**config.mk**
```make
export PLATFORM = sky130hd
export DESIGN_NAME = bastim_ch4
export DESIGN_NICKNAME = d
export VERILOG_FILES = /design/src/rtl/bastim_ch4.sv
export SDC_FILE = /design/constraint.sdc
export NUM_CORES = 1
export LEC_CHECK = 0
export CORE_UTILIZATION = 42
export DETAILED_ROUTE_END_ITERATION = 10
export SLEW_MARGIN = 20
export SYNTH_ARGS = -nofsm -noshare
export SYNTH_HDL_FRONTEND = slang
export SYNTH_SLANG_ARGS = --single-unit
```
**constraint.sdc**
```tcl
create_clock -name module_clk -period 4.05 [get_ports module_clk]
set_input_delay 0.81 -clock module_clk [delete_from_list [all_inputs] [get_ports module_clk]]
set_output_delay 0.81 -clock module_clk [all_outputs]
set_load 0.005 [all_outputs]
```
**src/rtl/bastim_ch4.sv**
```systemverilog
// bastim_ch4: 4-channel prescaled auto-reload timer on a zero-wait APB slave (pready tied 1, no backpressure).
// Reads are combinational; writes, counting and flag updates take effect at the clock edge. BASTIM_DIR_EN adds per-channel down-count.
module bastim_ch4 #(
  parameter int CNT_W = 16,
  parameter int PSC_W = 16
) (
  input  logic        module_clk,
  input  logic        module_rst,
  input  logic        psel,
  input  logic        penable,
  input  logic        pwrite,
  input  logic [11:0] paddr,
  input  logic [31:0] pwdata,
  output logic [31:0] prdata,
  output logic        pready,
  output logic        pslverr,
  output logic [3:0]  bastim_int_line
);
  localparam int NCH = 4;

  logic [3:0]       ctrl_en, ctrl_os, inten, flag, down;
  logic [PSC_W-1:0] psc     [NCH];
  logic [PSC_W-1:0] psc_cnt [NCH];
  logic [CNT_W-1:0] arr     [NCH];
  logic [CNT_W-1:0] cnt     [NCH];

  logic [9:0]     word;
  logic           wr, mapped, sel_ctrl, sel_inten, sel_sts;
  logic [NCH-1:0] sel_psc, sel_arr, sel_cnt, tick, wrap, hit;
  logic [31:0]    rd_dat;
  logic           unused_bits;

`ifdef BASTIM_DIR_EN
  logic [3:0] ctrl_dir;
  assign down = ctrl_dir;
`else
  assign down = 4'd0;
`endif

  assign word        = paddr[11:2];
  assign wr          = psel & penable & pwrite;
  assign unused_bits = ^{paddr[1:0], pwdata};

  always_comb begin
    sel_ctrl  = (word == 10'd0);
    sel_inten = (word == 10'd1);
    sel_sts   = (word == 10'd2);
    for (int n = 0; n < NCH; n++) begin
      sel_psc[n] = (word == 10'(4 + 4 * n));
      sel_arr[n] = (word == 10'(5 + 4 * n));
      sel_cnt[n] = (word == 10'(6 + 4 * n));
    end
    mapped = sel_ctrl | sel_inten | sel_sts | (|sel_psc) | (|sel_arr) | (|sel_cnt);
  end

  always_comb begin
    rd_dat = '0;
    if (sel_ctrl)  rd_dat = {20'd0, down, ctrl_os, ctrl_en};
    if (sel_inten) rd_dat = {28'd0, inten};
    if (sel_sts)   rd_dat = {28'd0, flag};
    for (int n = 0; n < NCH; n++) begin
      if (sel_psc[n]) rd_dat = 32'(psc[n]);
      if (sel_arr[n]) rd_dat = 32'(arr[n]);
      if (sel_cnt[n]) rd_dat = 32'(cnt[n]);
    end
  end

  assign prdata          = (psel & ~pwrite) ? rd_dat : 32'd0;
  assign pready          = 1'b1;
  assign pslverr         = psel & penable & ~mapped;
  assign bastim_int_line = flag & inten;

  // Terminal test uses >= so lowering ARR below CNT reloads on the next tick instead of wrapping.
  // A CNT write in the same cycle suppresses the reload and its flag.
  always_comb begin
    for (int n = 0; n < NCH; n++) begin
      tick[n] = ctrl_en[n] & (psc_cnt[n] == psc[n]);
      wrap[n] = down[n] ? (cnt[n] == '0) : (cnt[n] >= arr[n]);
      hit[n]  = tick[n] & wrap[n] & ~(wr & sel_cnt[n]);
    end
  end

  always_ff @(posedge module_clk) begin
    if (module_rst) begin
      ctrl_en <= '0;
      ctrl_os <= '0;
      inten   <= '0;
      flag    <= '0;
`ifdef BASTIM_DIR_EN
      ctrl_dir <= '0;
`endif
      for (int n = 0; n < NCH; n++) begin
        psc[n]     <= '0;
        psc_cnt[n] <= '0;
        arr[n]     <= '0;
        cnt[n]     <= '0;
      end
    end else begin
      if (wr & sel_ctrl) begin
        ctrl_en <= pwdata[3:0];
        ctrl_os <= pwdata[7:4];
`ifdef BASTIM_DIR_EN
        ctrl_dir <= pwdata[11:8];
`endif
      end else begin
        ctrl_en <= ctrl_en & ~(hit & ctrl_os);
      end
      if (wr & sel_inten) inten <= pwdata[3:0];
      // Set has priority over a same-cycle W1C.
      flag <= (flag & ~({4{wr & sel_sts}} & pwdata[3:0])) | hit;
      for (int n = 0; n < NCH; n++) begin
        if (wr & sel_psc[n]) psc[n] <= pwdata[PSC_W-1:0];
        if (wr & sel_arr[n]) arr[n] <= pwdata[CNT_W-1:0];
        if (wr & sel_cnt[n]) begin
          cnt[n]     <= '0;
          psc_cnt[n] <= '0;
        end else if (ctrl_en[n]) begin
          if (tick[n]) begin
            psc_cnt[n] <= '0;
            if (wrap[n]) cnt[n] <= down[n] ? arr[n] : '0;
            else         cnt[n] <= down[n] ? cnt[n] - CNT_W'(1) : cnt[n] + CNT_W'(1);
          end else begin
            psc_cnt[n] <= psc_cnt[n] + PSC_W'(1);
          end
        end
      end
    end
  end
endmodule

```
==> results of run 1 <==
## worst max-delay path by stage
stage,start,end,slack (ns),cells after the start
global placement,paddr[7],prdata[2],-0.53,10
finish,paddr[10],prdata[1],0.06,9
global route,paddr[4],prdata[1],0.01,11
detailed placement,paddr[7],prdata[1],-0.59,9
floorplan,paddr[3],arr[3][0],0.69,5
CTS,paddr[5],prdata[3],-0.06,11
## through the flow
step | util, % | setup slack (ns) | std cells
2_1_floorplan | - | 0.689 | 1691
3_3_place_gp | 48.1 | -0.535 | 2332
3_5_place_dp | 48.1 | -0.589 | 2332
4_1_cts | 52.4 | -0.0613 | 2410
5_1_grt | 52.6 | 0.0101 | 2415
6_report | 52.6 | 0.0583 | 2416
## power by group through the flow
stage                     clock, mW  combinational (mW)  sequential [mW]
after global placement            0               0.583             3.37
after detailed placement          0               0.591             3.37
after floorplan                   0               0.348             3.32
final                          3.10               0.630             3.32
after global routing           3.26               0.680             3.33
after CTS                      3.15               0.620             3.32
## layout by cell type, fill, tap and decap left out, types with 11 or more instances in the layout
| master | Yosys | routed |
|---|---|---|
| o21ai_1 | 9 | 12 |
| clkdlybuf4s50_1 | 0 | 25 |
| o21ai_0 | 41 | 33 |
| inv_1 | 87 | 87 |
| and3_1 | 69 | 66 |
| clkbuf_16 | 0 | 37 |
| ha_1 | 72 | 72 |
| nand2_1 | 93 | 88 |
| and2_1 | 102 | 101 |
| nor3_1 | 19 | 15 |
| nand3_1 | 63 | 60 |
| nand2b_1 | 11 | 11 |
| dlygate4sd2_1 | 0 | 17 |
| dfxtp_1 | 16 | 16 |
| edfxtp_1 | 256 | 256 |
| buf_6 | 2 | 11 |
| o22ai_1 | 47 | 42 |
| nand4_1 | 41 | 41 |
| a21oi_1 | 81 | 72 |
| nor2_1 | 218 | 214 |
| buf_4 | 20 | 171 |
| conb_1 | 2 | 17 |
| xor2_1 | 79 | 79 |
| xnor2_1 | 96 | 96 |
| mux2i_1 | 15 | 15 |
## kinds of logic (layout without fill, tap and decap cells)
family,after synthesis,count (layout),synth area share [%]
adders and majority gates,72,72,5.39
and+or+nand+nor,679,679,20.8
xor gates and xnor gates,175,175,9.16
muxes,21,21,1.30
DFF,272,272,47.9
other,2,18,0.0449
buffers and inverters,182,388,4.84
AOI/OAI and AO/OA,273,273,10.6
## flip-flops by register name (all words and copies together) (netlist names)
| signal | cells |
|---|---|
| arr | 64 |
| cnt | 64 |
| psc | 64 |
| psc_cnt | 64 |
| ctrl_en | 4 |
| ctrl_os | 4 |
| flag | 4 |
| inten | 4 |
## what timing repair did
| item | in CTS | in global routing |
|---|---|---|
| hold buffers | 0 | 0 |
| pin swaps | 27 | 13 |
| endpoints found under the hold margin | 0 | 0 |
| gates cloned | 2 | 0 |
| buffers inserted | 16 | 6 |
| resized for setup | 125 | 15 |
| setup endpoints to repair | 16 | 11 |
## cell type report
| cell class | count | share of cell area (%) |
|---|---|---|
| diodes | 1 | 0.0122 |
| clock buffers | 49 | 5.03 |
| clock inverters | 12 | 0.525 |
| inverters | 87 | 1.59 |
| multi-input cells | 1237 | 40.9 |
| flip-flops and latches | 272 | 39.0 |
| well taps | 518 | 3.16 |
| repair buffers | 240 | 9.69 |
## routing by layer
metal	routed length, um	part of all wire (%)	global-route usage (%)
met1	23700	42	37.5
met2	26200	47	45.2
met3	3780	6.8	3.16
met4	2210	4.0	11.6
met5	0	0	0
## tightest hold or removal path: cells and delay by family, from the launching register on
| family | cells | cell delay (ns) |
|---|---|---|
| AO/OA/AOI/OAI | 1 | 0.05 |
| AND/OR/NAND/NOR | 1 | 0.05 |
| flip-flops | 1 | 0.32 |
==> run metrics, run 1 <==
Critical Path RT=3.24 ns; Mapped Avg Cell Area=9.98 sq um; RSZ-0062 raised after global routing=no; Primary FF master, synth=edfxtp_1; fin. max-slew vios=0; Max Fclk=251 MHz; R2R cell count=8; P&R area growth vs syn=22.6%; vias per cell=5.64; r2r endpoint=cnt[3][2]; post-synth top area share=46.0%; Mapped Area=16700 sq um; pin slew with the least headroom to its limit=0.935 ns; outcome=finished, final reports clean; register area=8010 sq um; Mapped Cells=1676; VDD IR max=231 uV; root buffer cell=clkbuf_16; Reg power frac=47.1%; num ports=87; hold wc startpoint=inten[3]; Synth async-reset ratio=0%; DRT iter0 DRCs=1325; post-detail-place hpwl=40.9 mm; Max stage delay on crit path=0.43 ns; Worst slew margin=37.3%; CTS tree=yes; clock-pin slew on the worst setup and hold paths=0.06 ns; TritonCTS Buffers=34; PD cells=344 nW/um^2; crit end category=output pin; fill count=3509; sequential share of the synthesized area=47.9%; Yosys reg bits=272; Placement Cell Area=18800 sq um; Arr. time, crit path=3.18 ns; # nets final=1993; crit-path cells=dlygate4sd2_1 > buf_4 > nor4_4 > buf_6 > o2111ai_2 > a222oi_1 > o21ai_1 > a221oi_2 > buf_2; combinational power share=8.9%; GRT overflow=0; hold endpoint=inten[3]; vias in the first global route=13431; Hold Violations, Final=0; WP buf/inv=4; Sw Pwr=1.72 mW; Worst setup SP type=primary input; Clock Sinks=272; EDFF count, synth=256; Port Buf Inserts=51; Skew-Pair Late Insertion Delay=0.55 ns; Fin Hold WS=0.469 ns; setup TNS=0 ns; gpl congestion=1.01; core footprint=39000 sq um; yosys warns=0; total internal power=5.33 mW; share of cells above drive strength 1=18.0%; Max-cap violations=0; Die Width=202 um; first-pass GRT wire length=84.0 mm; Remaining DRCs=0; drt wl/cell=23.1 um; std cell rows=72; power share of the clock group=44.0%; hold path cells=2; Vias=13621; R2R Setup Slk=0.88 ns; drt total wl=55.8 mm; pin count of the biggest net entering global routing=33; crit-path max FO=6; clk_skew=0.0172 ns; most frequent cell after synthesis=edfxtp_1; Synth area leaders=edfxtp_1 (46%), ha_1 (5.4%), xnor2_1 (5.0%), nor2_1 (4.9%), xor2_1 (4.1%); clk buf depth=3; most frequent cells after synthesis=edfxtp_1 (256), nor2_1 (218), and2_1 (102); cell family with most CP delay=compound AO/OA/AOI/OAI gates; Setup Viol. Count Final=0; finished layout cell area=20500 sq um; Total Routing Usage GR=27.8%; Die ar.=40600 sq um; H-tree depth=2; Initial Util=42.9%; Yosys top cell by area=edfxtp_1; Slowest-stage cell, CP=a222oi_1; Routed Antenna Nets=0; LEAKAGE=7.84 nW; Synth cell types=75; multi-input logic area=8400 sq um; chip height=202 um; FF-to-FF Start=cnt[3][0]; initial antenna violation count=2; Sw Share=24.5%; 1st-pass router iterations=6; class of the worst hold path=flop to flop; path type of the worst setup path=primary input to output pin; overall power=7.05 mW; crit path time final=3.99 ns; Final period util=98.6%
(Power assumes the default switching activity.)
==> run 2, diff against run 1 <==
Settings changed: CORE_MARGIN from default to 1.5.
Clock period 4.05 ns to 4.8 ns, I/O delays scaled along.
==> run 2 against run 1 <==
Against the previous run:
- cell count down 3.3%
- critical path type unchanged
- core utilization down 2.8 points
- worst setup slack worse by 0.053 ns
- final area down 5.3%
- critical endpoint is now prdata[0]
- hold slack better by 0.0022 ns
==> run metrics, run 2 (synthesis results as in run 1) <==
P&R area growth vs syn=16.1%; post-detail-place hpwl=39.9 mm (-2.6%); setup TNS=0 ns (unchanged); crit path time final=4.79 ns; # nets final=1917 (-3.8%); Total Routing Usage GR=26.1% (-1.6 points); H-tree depth=1 (-1); vias per cell=5.65 (+0.24%); final worst slack=0.00525 ns (-0.0530 ns); CTS tree=yes; finished layout cell area=19400 sq um (-5.3%); VDD IR max=257 uV (+11%); Max Fclk=209 MHz; fin. max-slew vios=0 (unchanged); Die ar.=41000 sq um (+0.99%); vias in the first global route=12979 (-3.4%); Hold Violations, Final=0 (unchanged); ANT cells=0 (-1); Slowest-stage cell, CP=or4_4; path type of the worst setup path=primary input to output pin; 1st-pass router iterations=5 (-1); Setup Viol. Count Final=0 (unchanged); drt wl/cell=23.1 um (-0.17%); Placement Cell Area=18300 sq um (-2.3%); number of hold buffers added after CTS=0 (unchanged); crit-path max FO=6 (unchanged); pin slew with the least headroom to its limit=0.943 ns (+0.00798 ns); commonest non-fill, non-tap cell in the layout=edfxtp_1; class of the worst hold path=flop to flop; Port Buf Inserts=51 (unchanged); placed cells=2279 (-2.3%); DRT iter0 DRCs=1110 (-16%); Vias=13202 (-3.1%); RSZ-0062 raised after global routing=yes; num ports=87 (unchanged); Max-cap violations=0 (unchanged); Final period util=99.9%; worst slack, placed=-0.259 ns (+0.330 ns); Worst setup SP type=primary input; crit-path cells=clkdlybuf4s50_1 > or4_4 > buf_6 > buf_4 > nor2_4 > buf_4 > a21oi_1 > o22ai_1 > o21ai_1 > a31oi_2 > clkdlybuf4s50_1; most frequent cells in the layout=edfxtp_1 (256), nor2_1 (216), buf_4 (110); LEAKAGE=7.32 nW (-6.6%); drt total wl=53.9 mm (-3.5%); Remaining DRCs=0 (unchanged); gpl congestion=1.01 (-0.27%); Max stage delay on crit path=0.55 ns (+0.12 ns); TritonCTS Buffers=31 (-8.8%); PD cells=282 nW/um^2 (-18%); Layout Utilization=49.8% (-2.8 points); fin cells=2336 (-3.3%); crit end category=output pin; Routed Antenna Nets=0 (unchanged); GRT overflow=0 (unchanged); Initial Util=42.9% (unchanged); Arr. time, crit path=3.83 ns (+0.65 ns); root buffer cell=clkbuf_16; outcome=finished, final reports clean; clk_skew=0.0130 ns (-0.00425 ns); overall power=5.47 mW (-22%); chip height=203 um (+0.50%); Clock Sinks=272 (unchanged); clock-pin slew on the worst setup and hold paths=0.06 ns (about the same); Skew-Pair Late Insertion Delay=0.58 ns (+0.03 ns); initial antenna violation count=1 (-1); clk buf depth=3 (unchanged); first-pass GRT wire length=80.4 mm (-4.2%); share of cells above drive strength 1=11.2% (-6.8 points); core footprint=39000 sq um (unchanged); Fin Hold WS=0.471 ns (+0.00224 ns); Worst slew margin=36.7% (-0.68 points); pin count of the biggest net entering global routing=33 (unchanged); std cell rows=72 (unchanged); Die Width=203 um (+0.50%); Critical Path RT=3.84 ns (+0.60 ns); fill count=3637 (+3.6%)
-- run 2: changes by cell type in the layout (fill, tap and decap cells not counted), moves of 7 or more --
| cell | change |
|---|---|
| clkdlybuf4s50_1 | +15 |
| buf_4 | -61 |
| a21oi_2 | -7 |
| buf_6 | -7 |
| dlygate4sd2_1 | -16 |
| a21oi_1 | +9 |
| clkinv_1 | +8 |
-- run 2: path summary, 6_finish.rpt --
| kind | cells after the start | slack, ns | end | from |
|---|---|---|---|---|
| hold / removal | 2 | 0.47 | inten[3] | inten[3] |
| setup / recovery | 11 | 0.005 | prdata[0] | paddr[6] |
| setup reg to reg | 8 | 1.69 | cnt[3][1] | cnt[3][0] |
| hold reg to reg | 2 | 0.47 | inten[3] | inten[3] |
-- run 2: metal layers --
metal | GRT usage, % | vias to the layer above | part of all wire [%]
met1 | 35.5 | 6422 | 44
li1 | - | 6233 | -
met3 | 4.09 | 111 | 6.4
met2 | 42.3 | 436 | 46
met5 | 0 | - | 0
met4 | 8.94 | 0 | 3.9
-- run 2: cell type report --
class	instances	area, sq um	area share, %
Tap cell	518	648	3.34
Inverter	87	327	1.68
Multi-Input combinational cell	1237	8100	41.7
Clock buffer	38	802	4.13
Sequential cell	272	8010	41.2
Timing Repair Buffer	167	1430	7.35
Clock inverter	17	98.8	0.509
-- run 2: what timing repair did --
| action | in CTS | in global routing |
|---|---|---|
| endpoints found under the setup margin | 12 | 14 |
| gates resized for setup | 18 | 19 |
| setup buffers | 2 | 0 |
| pin swaps | 6 | 10 |
-- run 2: power breakdown --
part	internal [mW]	switching (mW)
sequential	2.69	0.113
clock	1.22	0.958
combinational	0.191	0.305
total	4.10	1.38
-- run 2: critical path, delay by kind of cell --
family | cells | cell delay, ns
AOI/OAI and AO/OA | 4 | 0.65
buffers and inverters | 5 | 1.48
and+or+nand+nor | 2 | 0.73
==> run 3, diff against run 2 <==
Settings changed: PLACE_DENSITY from default to 0.67.
==> run 3 against run 2 <==
Against the previous run:
- power up 5.1%
- core utilization up 0.42 points
- non-clock buffer count down 15
- sequential power hardly changed
- combinational power about the same
- via count is 1.4% higher
- clock skew fell by 0.0022 ns
- critical path depth is 1 lower
- global-route usage shrank 0.60 points
- flip-flop and latch count unchanged
- critical endpoint unchanged
- largest cell class unchanged
==> run metrics, run 3 (synthesis results as in run 1) <==
pin slew with the least headroom to its limit=1.01 ns (+0.0643 ns); outcome=finished, final reports clean; Max-cap violations=0 (unchanged); 1st-pass router iterations=5 (unchanged); crit-path cells=clkdlybuf4s50_1 > or4_4 > buf_6 > nor2_4 > buf_4 > a21oi_1 > o22ai_1 > o21ai_0 > a31oi_1 > clkdlybuf4s50_1; Final period util=99.0% (-0.94 points); Setup Viol. Count Final=0 (unchanged); path type of the worst setup path=primary input to output pin; Slowest-stage cell, CP=or4_4; commonest non-fill, non-tap cell in the layout=edfxtp_1; FF-to-FF Start=cnt[3][0]; Placement Cell Area=18300 sq um (-0.46%); overall power=5.75 mW (+5.1%); critical path depth=10 (-1); class of the worst hold path=flop to flop; Hold Violations, Final=0 (unchanged); std cell rows=72 (unchanged); Max stage delay on crit path=0.63 ns (+0.08 ns); Fin Hold WS=0.469 ns (-0.00238 ns); initial antenna violation count=0 (-1); clk buf depth=3 (unchanged); Worst setup endpoint=prdata[0]; Critical Path RT=3.84 ns (about the same); first-pass GRT wire length=79.3 mm (-1.5%); drt wl/cell=22.7 um (-1.5%); Vias=13393 (+1.4%); Die Width=203 um (unchanged); vias in the first global route=13031 (+0.40%); clock-pin slew on the worst setup and hold paths=0.06 ns (about the same); Remaining DRCs=0 (unchanged); Arr. time, crit path=3.79 ns (-0.04 ns); fin cells=2324 (-0.51%); num ports=87 (unchanged); setup TNS=0 ns (unchanged); Worst slew margin=32.3% (-4.3 points); most frequent cells in the layout=edfxtp_1 (256), nor2_1 (214), and2_1 (102); finished layout cell area=19600 sq um (+0.84%); chip height=203 um (unchanged); DRT iter0 DRCs=1391 (+25%); TritonCTS Buffers=31 (unchanged); drt total wl=52.8 mm (-2.0%); GRT overflow=0 (unchanged); PD cells=294 nW/um^2 (+4.2%); crit end category=output pin; LEAKAGE=7.37 nW (+0.70%); root buffer cell=clkbuf_16; # nets final=1902 (-0.78%); placed cells=2261 (-0.79%); cell family with most CP delay=buffers and inverters; pin count of the biggest net entering global routing=33 (unchanged); vias per cell=5.76 (+2.0%); crit-path max FO=6 (unchanged); R2R Setup Slk=1.51 ns (-0.18 ns); WP buf/inv=4 (-1); VDD IR max=242 uV (-5.6%); RSZ-0062 raised after global routing=yes; fin. max-slew vios=0 (unchanged); Skew-Pair Late Insertion Delay=0.57 ns (about the same); Clock Sinks=272 (unchanged); Total Routing Usage GR=25.5% (-0.60 points); CTS tree=yes; share of cells above drive strength 1=11.4% (+0.14 points); Max Fclk=211 MHz (+0.95%); P&R area growth vs syn=17.0%; crit path time final=4.75 ns (-0.0449 ns); Initial Util=42.9% (unchanged); gpl congestion=0.995 (-1.2%); Port Buf Inserts=51 (unchanged); H-tree depth=1 (unchanged); r2r endpoint=cnt[3][1]; Worst Setup SP=paddr[6]; CP most frequent cell=clkdlybuf4s50_1; core footprint=39000 sq um (unchanged); Die ar.=41000 sq um (unchanged); Worst setup SP type=primary input; number of hold buffers added after CTS=0 (unchanged); R2R cell count=8 (unchanged); clk_skew=0.0108 ns (-0.00219 ns); Routed Antenna Nets=0 (unchanged); post-detail-place hpwl=38.9 mm (-2.5%)
[run 3: worst min-delay path, stage by stage, from the launching register on]
cell	delay (ns)
dfxtp_1	0.32
nand2_1	0.05
a21oi_1	0.05
[run 3: per-stage QoR]
step           util [%]  worst slack, ns
6_report           50.2           0.0502
5_1_grt            50.2         -0.00625
4_1_cts            49.7          0.00487
3_5_place_dp       46.8           -0.128
3_3_place_gp       46.8           -0.123
2_1_floorplan         -             1.27
[run 3: worst min-delay path by stage]
stage,startpoint,end,slack [ns],cells past startpoint
finish,inten[3],inten[3],0.47,2
CTS,inten[3],inten[3],0.47,2
global route,inten[3],inten[3],0.48,2
global placement,inten[2],inten[2],0.46,2
floorplan,ctrl_os[2],ctrl_os[2],0.44,2
detailed placement,inten[3],inten[3],0.46,2
[run 3: routing by layer]
layer	track usage (%)	wire [um]
met1	34.7	22800
met2	41.3	24000
met3	4.24	4020
met4	8.62	1970
met5	0	0
[run 3: repair_timing]
action                     4_1_cts  5_1_grt
setup endpoints to repair       12       15
cloned                           1        0
setup buffers                    2        2
pin swaps                        4        6
resized for setup               10       37
[run 3: power breakdown]
group          internal [mW]  leakage [nW]  switching, mW  total (mW)
clock                   1.49         0.510          0.962        2.46
sequential              2.69          2.66          0.113        2.80
combinational          0.190          4.20          0.308       0.499
total                   4.37          7.37           1.38        5.75
[run 3: layout make-up]
cell class	instances	area, sq um
fillers	3567	19400
repair buffers	152	1380
inverters	87	327
well taps	518	648
multi-input cells	1237	8180
clock inverters	20	240
clock buffers	37	798
diodes	1	2.50
flip-flops and latches	272	8010
